<file path="src/rtl/proc_clk_ctrl.sv">
// proc_clk_ctrl: run-control sequencer producing one-cycle processor clock enables
//
// Ports:
//   clk          board clock, all logic on posedge
//   rst_n        asynchronous active-low reset
//   start_i      level; rising edge runs, resumes, or restarts after halt
//   stop_i       level; rising edge pauses
//   step_i       level; rising edge issues a single step while paused
//   fast_i       1 selects the DIV_FAST enable period, 0 selects DIV_SLOW
//   halt_req_i   processor end-of-program request, level
//   proc_en_o    registered one-cycle processor clock enable
//   busy_o       registered, state is RUN or STEP
//   halted_o     registered, state is HALT
//   cyc_cnt_o    registered, saturating count of proc_en_o pulses
module proc_clk_ctrl #(
    parameter logic [22:0] DIV_SLOW = 23'd5000000,
    parameter logic [22:0] DIV_FAST = 23'd1,
    parameter int unsigned CNT_W    = 16
) (
    input  logic             clk,
    input  logic             rst_n,
    input  logic             start_i,
    input  logic             stop_i,
    input  logic             step_i,
    input  logic             fast_i,
    input  logic             halt_req_i,
    output logic             proc_en_o,
    output logic             busy_o,
    output logic             halted_o,
    output logic [CNT_W-1:0] cyc_cnt_o
);
    typedef enum logic [1:0] {IDLE, RUN, STEP, HALT} state_e;

    localparam logic [CNT_W-1:0] CNT_ONE = {{(CNT_W-1){1'b0}}, 1'b1};

    state_e           state_q, state_d;
    logic [22:0]      div_q, div_d;
    logic [22:0]      period;
    logic [CNT_W-1:0] cnt_q, cnt_d;
    logic             prev_start_q, prev_stop_q, prev_step_q;
    logic             start_rise, stop_rise, step_rise;
    logic             tick;
    logic             proc_en_q, proc_en_d;
    logic             busy_q, halted_q;

    assign start_rise = start_i & ~prev_start_q;
    assign stop_rise  = stop_i & ~prev_stop_q;
    assign step_rise  = step_i & ~prev_step_q;
    assign period     = fast_i ? DIV_FAST : DIV_SLOW;
    // >= rather than == so a shortened period mid-count ticks on the next edge
    assign tick       = div_q >= period - 23'd1;

    always_comb begin
        state_d   = state_q;
        div_d     = div_q;
        cnt_d     = cnt_q;
        proc_en_d = 1'b0;
        unique case (state_q)
            IDLE: begin
                if (start_rise) begin
                    state_d = RUN;
                    div_d   = '0;
                end else if (step_rise) begin
                    state_d = STEP;
                    div_d   = '0;
                end
            end
            RUN, STEP: begin
                // leaving RUN/STEP on this edge suppresses the pulse
                if (halt_req_i) begin
                    state_d = HALT;
                end else if (stop_rise) begin
                    state_d = IDLE;
                end else if (tick) begin
                    proc_en_d = 1'b1;
                    div_d     = '0;
                    cnt_d     = &cnt_q ? cnt_q : cnt_q + CNT_ONE;
                    state_d   = (state_q == STEP) ? IDLE : RUN;
                end else begin
                    div_d = div_q + 23'd1;
                end
            end
            HALT: begin
                // a start rise restarts even while halt_req is still high
                if (start_rise) begin
                    state_d = RUN;
                    div_d   = '0;
                    cnt_d   = '0;
                end
            end
            default: state_d = IDLE;
        endcase
    end

    always_ff @(posedge clk or negedge rst_n) begin
        if (!rst_n) begin
            state_q      <= IDLE;
            div_q        <= '0;
            cnt_q        <= '0;
            prev_start_q <= 1'b0;
            prev_stop_q  <= 1'b0;
            prev_step_q  <= 1'b0;
            proc_en_q    <= 1'b0;
            busy_q       <= 1'b0;
            halted_q     <= 1'b0;
        end else begin
            state_q      <= state_d;
            div_q        <= div_d;
            cnt_q        <= cnt_d;
            prev_start_q <= start_i;
            prev_stop_q  <= stop_i;
            prev_step_q  <= step_i;
            proc_en_q    <= proc_en_d;
            busy_q       <= (state_d == RUN) || (state_d == STEP);
            halted_q     <= state_d == HALT;
        end
    end

    assign proc_en_o = proc_en_q;
    assign busy_o    = busy_q;
    assign halted_o  = halted_q;
    assign cyc_cnt_o = cnt_q;
endmodule

</file>
<file path="config.mk">
export PLATFORM = sky130hd
export DESIGN_NAME = proc_clk_ctrl
export DESIGN_NICKNAME = d
export VERILOG_FILES = /design/src/rtl/proc_clk_ctrl.sv
export SDC_FILE = /design/constraint.sdc
export NUM_CORES = 1
export LEC_CHECK = 0
export ABC_AREA = 1
export CORE_ASPECT_RATIO = 1.75
export CORE_UTILIZATION = 42
export DETAILED_ROUTE_END_ITERATION = 10
export GPL_TIMING_DRIVEN = 0
export PLACE_DENSITY = 0.59
export SLEW_MARGIN = 15
export SYNTH_ARGS = -nofsm -noshare
export SYNTH_HDL_FRONTEND = slang
export SYNTH_SLANG_ARGS = --single-unit
</file>
<file path="constraint.sdc">
create_clock -name clk -period 2.48 [get_ports clk]
set_clock_uncertainty 0.1 [all_clocks]
set_input_delay 0.496 -clock clk [delete_from_list [all_inputs] [get_ports clk]]
set_output_delay 0.496 -clock clk [all_outputs]
set_load 0.005 [all_outputs]
</file>
==> metrics.json, run 1 <==
{
  "place.port_buffers": {"value": 25},
  "nNetsFinal": {"value": 508},
  "tritoncts": {"value": "yes"},
  "design.die.area": {"value": 0.00789, "unit": "mm2"},
  "grt_usage": {"value": 0.225},
  "layout.cells.most_common_list": {"value": "nand2_1 (119), nor2_1 (80), dfrtp_1 (47)"},
  "met1Wirelength": {"value": 3010, "unit": "um"},
  "critical_path.most_common_cell": {"value": "inv_2"},
  "core": {"value": 0.00723, "unit": "mm2"},
  "viasPerCell": {"value": 5.11},
  "worst_hold_margin": {"value": 0.0384, "unit": "ns"},
  "endpoints_failing_setup": {"value": 0},
  "fin_cells": {"value": 568},
  "cpMaxStageDelayCell": {"value": "dfrtp_1"},
  "path_class": {"value": "flip-flop to flip-flop"},
  "timing.critical_path.required": {"value": 2.56, "unit": "ns"},
  "io_pins": {"value": 26},
  "global_route_wire_length_before_repair": {"value": 13100, "unit": "um"},
  "grt.overflow.total": {"value": 0},
  "dr_top_layer": {"value": "met4"},
  "floorplan.initialDensity": {"value": 0.437},
  "number_of_nets_produced_by_synthesis": {"value": 474},
  "antenna_left": {"value": 0},
  "numClockSinks": {"value": 47},
  "irDropWorstVdd": {"value": 0.000507, "unit": "V"},
  "first_pass_iters": {"value": 5},
  "status": {"value": "finished clean"},
  "ctsLongestPathBuffers": {"value": 2},
  "hold_path.class": {"value": "primary input to async pin"},
  "drt-total-wl": {"value": 7930, "unit": "um"},
  "finish.instance_area": {"value": 0.00375, "unit": "mm2"},
  "ys_ff_latch": {"value": 47},
  "place.detailed.hpwl": {"value": 6130, "unit": "um"},
  "htreeDepth": {"value": 2},
  "syn_inst": {"value": 447},
  "grt_antenna_before_repair": {"value": 0},
  "wl_per_cell": {"value": 14.0, "unit": "um"},
  "crit_fanout": {"value": 10},
  "cp_peak_stage_delay": {"value": 0.43, "unit": "ns"},
  "die_width": {"value": 67.6, "unit": "um"},
  "syn_avg_cell_area": {"value": 7.07, "unit": "um2"},
  "layout-area-overhead-vs-synth": {"value": 18.6, "unit": "%"},
  "placementRows": {"value": 41},
  "drv.max_cap_violation_count": {"value": 0},
  "place.gp.congestion": {"value": 0.868},
  "dp_cells": {"value": 559},
  "fillCellCount": {"value": 727},
  "setup_repair_after_global_routing_missed_its_margin": {"value": "no"},
  "timing.critical_path.arrival": {"value": 2.39, "unit": "ns"},
  "slew-limit-headroom": {"value": 0.672},
  "met3_wirelength": {"value": 174, "unit": "um"},
  "hold_violations": {"value": 0},
  "synthesis.area": {"value": 0.00316, "unit": "mm2"},
  "timing_max_transition_violations_final": {"value": 0},
  "yosysUniqueCellTypes": {"value": 31},
  "timing.final.crit_share": {"value": 0.930},
  "worst-slew-pin-transition": {"value": 0.492, "unit": "ns"},
  "ys_warn_count": {"value": 0},
  "period_needed": {"value": 2.31, "unit": "ns"},
  "placedInstanceArea": {"value": 0.00353, "unit": "mm2"},
  "cts.reportedPaths.clkPinSlew": {"value": 0.07, "unit": "ns"},
  "clockRootBuffer": {"value": "clkbuf_16"},
  "setup_total_negative_slack": {"value": 0, "unit": "ns"},
  "met2WireLength": {"value": 4560, "unit": "um"},
  "drive_above_1_share": {"value": 0.0664},
  "critical_path.endpoint_type": {"value": "flip-flop"},
  "die_h": {"value": 117, "unit": "um"},
  "initialDrtViolationCount": {"value": 119},
  "layout_commonest_cell": {"value": "nand2_1"},
  "cp-start-kind": {"value": "flip-flop"},
  "synth.yosys.seq_area_share": {"value": 0.372},
  "crit_chain": {"value": "inv_1, ha_1, nand2_1, inv_2, a21oi_4, nand3_4, inv_2, buf_4, nand3_1, o21ai_1, nor2_1"},
  "insertedDiodeCount": {"value": 0},
  "drc": {"value": 0},
  "post-layout-total-power": {"value": 3.03, "unit": "mW"},
  "cts_made_buffers": {"value": 5},
  "max_freq": {"value": 434, "unit": "MHz"},
  "clock_latency": {"value": 0.30, "unit": "ns"},
  "grt_start_max_net_pins": {"value": 32},
  "number_of_global_route_vias_before_repair": {"value": 2939},
  "vias": {"value": 2901},
  "static-leakage-power": {"value": 1.81, "unit": "nW"},
  "power-per-cell-area": {"value": 810, "unit": "mW/mm2"}
}
## logic make-up (layout without fill, tap and decap cells)
logic type,Yosys count,after routing,share of synthesized area
adder cells (fa/ha/maj),20,20,0.0792
AO/OA/AOI/OAI,25,25,0.0467
buffers and inverters,59,94,0.0748
flip-flops,47,47,0.372
AND/OR/NAND/NOR,277,277,0.375
XOR/XNOR,19,19,0.0527
## routing by layer
layer / up-vias / track usage
li1: 1489 / -
met4: 0 / 0.0922
met1: 1355 / 0.212
met3: 13 / 0.0303
met2: 44 / 0.455
met5: - / 0
## cells in the mapped netlist (all sizes together)
cell / count / share of area
inv: 50 / 0.059
nand2: 120 / 0.14
a31oi: 1 / 0.0020
nor4: 1 / 0.0020
buf: 6 / 0.012
xor2: 13 / 0.036
o21bai: 1 / 0.0024
nand4: 11 / 0.024
clkbuf: 3 / 0.0036
xnor2: 6 / 0.017
a21oi: 12 / 0.024
o21ai: 10 / 0.016
or2: 1 / 0.0020
dfrtp: 47 / 0.37
o2bb2ai: 1 / 0.0028
nand3b: 1 / 0.0024
nor3b: 2 / 0.0047
nor2: 82 / 0.098
nor3: 16 / 0.027
ha: 20 / 0.079
nand3: 43 / 0.071
## registers in the layout, summed over array words and instances (netlist names)
name / flops
prev_step_q: 1
prev_stop_q: 1
cyc_cnt_o: 16
prev_start_q: 1
div_q: 23
proc_en_o: 1
busy_o: 1
halted_o: 1
state_q: 2
## through the flow
stage / setup slack, ns / utilization
6_report: 0.174 / 0.518
5_1_grt: 0.00315 / 0.518
4_1_cts: 0.0283 / 0.516
3_5_place_dp: -0.858 / 0.488
3_3_place_gp: -0.785 / 0.486
2_1_floorplan: 0.429 / -
## critical path, delay by kind of cell (launching register included)
kind	cells	cell delay [ns]
buffers and inverters	4	0.50
flip-flops	1	0.43
AND/OR/NAND/NOR	4	0.43
adder cells (fa/ha/maj)	1	0.37
AO/OA/AOI/OAI	2	0.36
## final cells by class
class / instances / area, um2 / share of cell area
timing repair buffer: 27 / 270 / 0.0721
buffer: 9 / 56.3 / 0.0150
sequential: 47 / 1180 / 0.314
clock inverter: 3 / 67.6 / 0.0180
tap: 86 / 108 / 0.0287
clock buffer: 5 / 125 / 0.0334
inverter: 50 / 188 / 0.0501
multi-input combinational: 341 / 1760 / 0.469
## what timing repair did
item | in CTS | in global routing
hold buffers | 0 | 0
setup buffers | 0 | 1
setup endpoints to repair | 44 | 21
gates resized for setup | 7 | 6
## final timing paths
kind                       cells after the start  slack (ns)             to           from
max reg2reg                                   11        0.17      div_q[19]     state_q[1]
max in group asynchronous                      2        1.72      div_q[16]          rst_n
max                                           11        0.17      div_q[19]     state_q[1]
min                                            1        0.04      proc_en_o          rst_n
min in group clk                               2        0.46  cyc_cnt_o[15]  cyc_cnt_o[15]
min reg2reg                                    2        0.46  cyc_cnt_o[15]  cyc_cnt_o[15]
## power by group
group | switching (mW) | total (mW) | internal, mW
combinational | 0.821 | 1.23 | 0.413
clock | 0.314 | 0.892 | 0.578
sequential | 0.0680 | 0.909 | 0.841
Power figures use the tool's default switching activity.
==> inputs of run 2 (changes only) <==
GPL_ROUTABILITY_DRIVEN = 0   (was unset)
GPL_TIMING_DRIVEN = 1   (was 0)
==> run 2 against run 1 <==
Net effect: total power grew 3.5%; sequential cell count stayed put; clock power is 19% lower; first-iteration DRC count is 18% lower; die area unchanged; worst setup slack improved by 0.039 ns; highest routed layer unchanged; sequential power hardly changed; count of clock-buffer cells in the layout up 3; cell count up 1.6%; register-to-register slack better by 0.04 ns; fmax grew 1.7%; global-route usage up 0.62 points; largest cell class unchanged; critical path type unchanged.
==> metrics.json, run 2 (synthesis gave the netlist of run 1 again) <==
{
  "status": {"value": "finished clean", "change": "unchanged"},
  "p_clk_frac": {"value": 0.229, "change": "was 0.294"},
  "timing.critical_path.required": {"value": 2.59, "unit": "ns", "change": "was 2.56 ns"},
  "first_pass_iters": {"value": 4, "change": "was 5"},
  "die_h": {"value": 117, "unit": "um", "change": "unchanged"},
  "tritoncts": {"value": "yes", "change": "unchanged"},
  "dp_cells": {"value": 566, "change": "was 559"},
  "global_route_wire_length_before_repair": {"value": 13600, "unit": "um", "change": "was 13100 um"},
  "internal-power": {"value": 1.87, "unit": "mW", "change": "was 1.83 mW"},
  "worst-slew-pin-transition": {"value": 0.560, "unit": "ns", "change": "was 0.492 ns"},
  "place.port_buffers": {"value": 25, "change": "unchanged"},
  "setup_repair_after_global_routing_missed_its_margin": {"value": "no", "change": "unchanged"},
  "path_class": {"value": "flip-flop to flip-flop", "change": "unchanged"},
  "die_width": {"value": 67.6, "unit": "um", "change": "unchanged"},
  "power-per-cell-area": {"value": 810, "unit": "mW/mm2", "change": "about the same"},
  "cpMaxStageDelayCell": {"value": "dfrtp_1", "change": "unchanged"},
  "crit_fanout": {"value": 10, "change": "unchanged"},
  "cts_made_buffers": {"value": 5, "change": "unchanged"},
  "largest-register": {"value": "div_q", "change": "unchanged"},
  "worst_hold_margin": {"value": 0.0865, "unit": "ns", "change": "was 0.0384 ns"},
  "io_pins": {"value": 26, "change": "unchanged"},
  "nNetsFinal": {"value": 517, "change": "was 508"},
  "wl_per_cell": {"value": 14.3, "unit": "um", "change": "was 14.0 um"},
  "layout.cells.most_common_list": {"value": "nand2_1 (119), nor2_1 (78), dfrtp_1 (47)", "change": "was nand2_1 (119), nor2_1 (80), dfrtp_1 (47)"},
  "period_needed": {"value": 2.27, "unit": "ns", "change": "was 2.31 ns"},
  "endpoints_failing_setup": {"value": 0, "change": "unchanged"},
  "timing.final.crit_share": {"value": 0.914, "change": "was 0.930"},
  "worst-r2r-cell-count": {"value": 11, "change": "unchanged"},
  "cp-start-kind": {"value": "flip-flop", "change": "unchanged"},
  "slew-limit-headroom": {"value": 0.627, "change": "was 0.672"},
  "max_ffs_per_register": {"value": 23, "change": "unchanged"},
  "timing.critical_path.arrival": {"value": 2.38, "unit": "ns", "change": "was 2.39 ns"},
  "antenna_left": {"value": 0, "change": "unchanged"},
  "total_switching_power": {"value": 1.27, "unit": "mW", "change": "was 1.20 mW"},
  "hold_violations": {"value": 0, "change": "unchanged"},
  "initialDrtViolationCount": {"value": 97, "change": "was 119"},
  "post_route_core_utilization": {"value": 0.536, "change": "was 0.518"},
  "post-layout-total-power": {"value": 3.14, "unit": "mW", "change": "was 3.03 mW"},
  "grt_antenna_before_repair": {"value": 0, "change": "unchanged"},
  "ctsLongestPathBuffers": {"value": 2, "change": "unchanged"},
  "critical_path.reg2reg.endpoint": {"value": "div_q[22]", "change": "was div_q[19]"},
  "static-leakage-power": {"value": 1.89, "unit": "nW", "change": "was 1.81 nW"},
  "placementRows": {"value": 41, "change": "unchanged"},
  "crit_chain": {"value": "inv_1, ha_1, nand2_1, inv_2, a21oi_4, nand3_4, inv_2, nand4_1, nand2_1, inv_1, nor3_1", "change": "was inv_1, ha_1, nand2_1, inv_2, a21oi_4, nand3_4, inv_2, buf_4, nand3_1, o21ai_1, nor2_1"},
  "timing_max_transition_violations_final": {"value": 0, "change": "unchanged"},
  "place.detailed.hpwl": {"value": 6120, "unit": "um", "change": "was 6130 um"},
  "holdBufCountCts": {"value": 0, "change": "unchanged"},
  "max_freq": {"value": 441, "unit": "MHz", "change": "was 434 MHz"},
  "sw_frac_of_total": {"value": 0.404, "change": "was 0.396"},
  "layout-area-overhead-vs-synth": {"value": 22.7, "unit": "%", "change": "was 18.6%"},
  "numClockSinks": {"value": 47, "change": "unchanged"},
  "drv.max_cap_violation_count": {"value": 0, "change": "unchanged"},
  "critical_path.endpoint_type": {"value": "flip-flop", "change": "unchanged"},
  "irDropWorstVdd": {"value": 0.000467, "unit": "V", "change": "was 0.000507 V"},
  "drt-total-wl": {"value": 8270, "unit": "um", "change": "was 7930 um"},
  "cp_peak_stage_delay": {"value": 0.41, "unit": "ns", "change": "was 0.43 ns"},
  "grt_start_max_net_pins": {"value": 27, "change": "was 32"},
  "cts.reportedPaths.clkPinSlew": {"value": 0.07, "unit": "ns", "change": "about the same"},
  "clock_latency": {"value": 0.29, "unit": "ns", "change": "was 0.30 ns"},
  "clockRootBuffer": {"value": "clkbuf_16", "change": "unchanged"},
  "hold_path.class": {"value": "primary input to async pin", "change": "unchanged"},
  "rr_startpoint": {"value": "state_q[1]", "change": "unchanged"},
  "floorplan.initialDensity": {"value": 0.437, "change": "unchanged"},
  "fin_cells": {"value": 577, "change": "was 568"},
  "core": {"value": 0.00723, "unit": "mm2", "change": "unchanged"},
  "regToRegSetupSlack": {"value": 0.21, "unit": "ns", "change": "was 0.17 ns"},
  "number_of_global_route_vias_before_repair": {"value": 2986, "change": "was 2939"},
  "seq_power_share": {"value": 0.289, "change": "was 0.300"},
  "timing.critical_path.from": {"value": "state_q[1]", "change": "unchanged"},
  "grt_usage": {"value": 0.231, "change": "was 0.225"},
  "vias": {"value": 2979, "change": "was 2901"},
  "design.die.area": {"value": 0.00789, "unit": "mm2", "change": "unchanged"},
  "htreeDepth": {"value": 2, "change": "unchanged"},
  "endpoint": {"value": "div_q[22]", "change": "was div_q[19]"},
  "grt.overflow.total": {"value": 0, "change": "unchanged"},
  "viasPerCell": {"value": 5.16, "change": "was 5.11"},
  "layout_commonest_cell": {"value": "nand2_1", "change": "unchanged"},
  "drive_above_1_share": {"value": 0.0937, "change": "was 0.0664"},
  "power.combinational.fraction": {"value": 0.481, "change": "was 0.406"},
  "drc": {"value": 0, "change": "unchanged"},
  "insertedDiodeCount": {"value": 0, "change": "unchanged"}
}
[run 2: cell types whose count changed in the layout (fill, tap and decap cells not counted), moves of 2 or more]
cell       before  now
nor2_2          2    4
nor2_1         80   78
bufinv_16       2    0
clkbuf_1        3    1
buf_4           7   14
buf_12          1    4
clkbuf_8        0    2
[run 2: worst min path at each step]
| stage | start | endpoint | slack (ns) | cells past startpoint |
|---|---|---|---|---|
| final | rst_n | div_q[3] | 0.09 | 1 |
| after CTS | rst_n | div_q[3] | 0.11 | 1 |
| after floorplan | rst_n | busy_o | 0.10 | 0 |
| after detailed placement | rst_n | div_q[3] | 0.42 | 1 |
| after global routing | rst_n | div_q[3] | 0.13 | 1 |
| after global placement | rst_n | div_q[3] | 0.42 | 1 |
[run 2: metrics by stage]
| step | area [um2] | setup slack (ns) | setup TNS [ns] |
|---|---|---|---|
| 6_report | 3880 | 0.213 | 0 |
| 5_1_grt | 3880 | 0.0494 | 0 |
| 4_1_cts | 3830 | 0.00371 | 0 |
| 3_5_place_dp | 3640 | -0.345 | -12.70 |
| 3_3_place_gp | 3640 | -0.301 | -10.52 |
| 2_1_floorplan | 3160 | 0.429 | 0 |
[run 2: repair_timing]
| action | in CTS | in global routing |
|---|---|---|
| endpoints found under the setup margin | 33 | 39 |
| gates resized for setup | 6 | 4 |
| pin swaps | 2 | 2 |
| setup buffers | 1 | 1 |
| gates cloned | 0 | 1 |
[run 2: worst max-delay path, delay by kind of cell (launching register included)]
family	cells	cell delay [ns]
flip-flops	1	0.41
buffers and inverters	4	0.44
adder cells (fa/ha/maj)	1	0.38
AO/OA/AOI/OAI	1	0.16
AND/OR/NAND/NOR	5	0.69
[run 2: routing by layer]
| layer | vias up | global-route usage | share of wire |
|---|---|---|---|
| li1 | 1511 | - | - |
| met2 | 61 | 0.448 | 0.57 |
| met3 | 13 | 0.0264 | 0.025 |
| met1 | 1394 | 0.235 | 0.38 |
| met4 | 0 | 0.102 | 0.022 |
| met5 | - | 0 | 0 |
[run 2: power by group through the flow]
| stage | Sequential, mW | Clock, mW | Combinational [mW] |
|---|---|---|---|
| CTS | 0.909 | 0.736 | 1.40 |
| finish | 0.909 | 0.720 | 1.51 |
| detailed placement | 0.923 | 0 | 1.36 |
| global route | 0.920 | 0.761 | 1.66 |
| floorplan | 0.909 | 0 | 0.802 |
| global placement | 0.922 | 0 | 1.35 |
[run 2: layout make-up]
class	instances	area, um2
Multi-Input combinational cell	341	1780
Fill cell	727	3360
Tap cell	86	108
Sequential cell	47	1180
Clock buffer	8	156
Inverter	50	188
Timing Repair Buffer	45	469
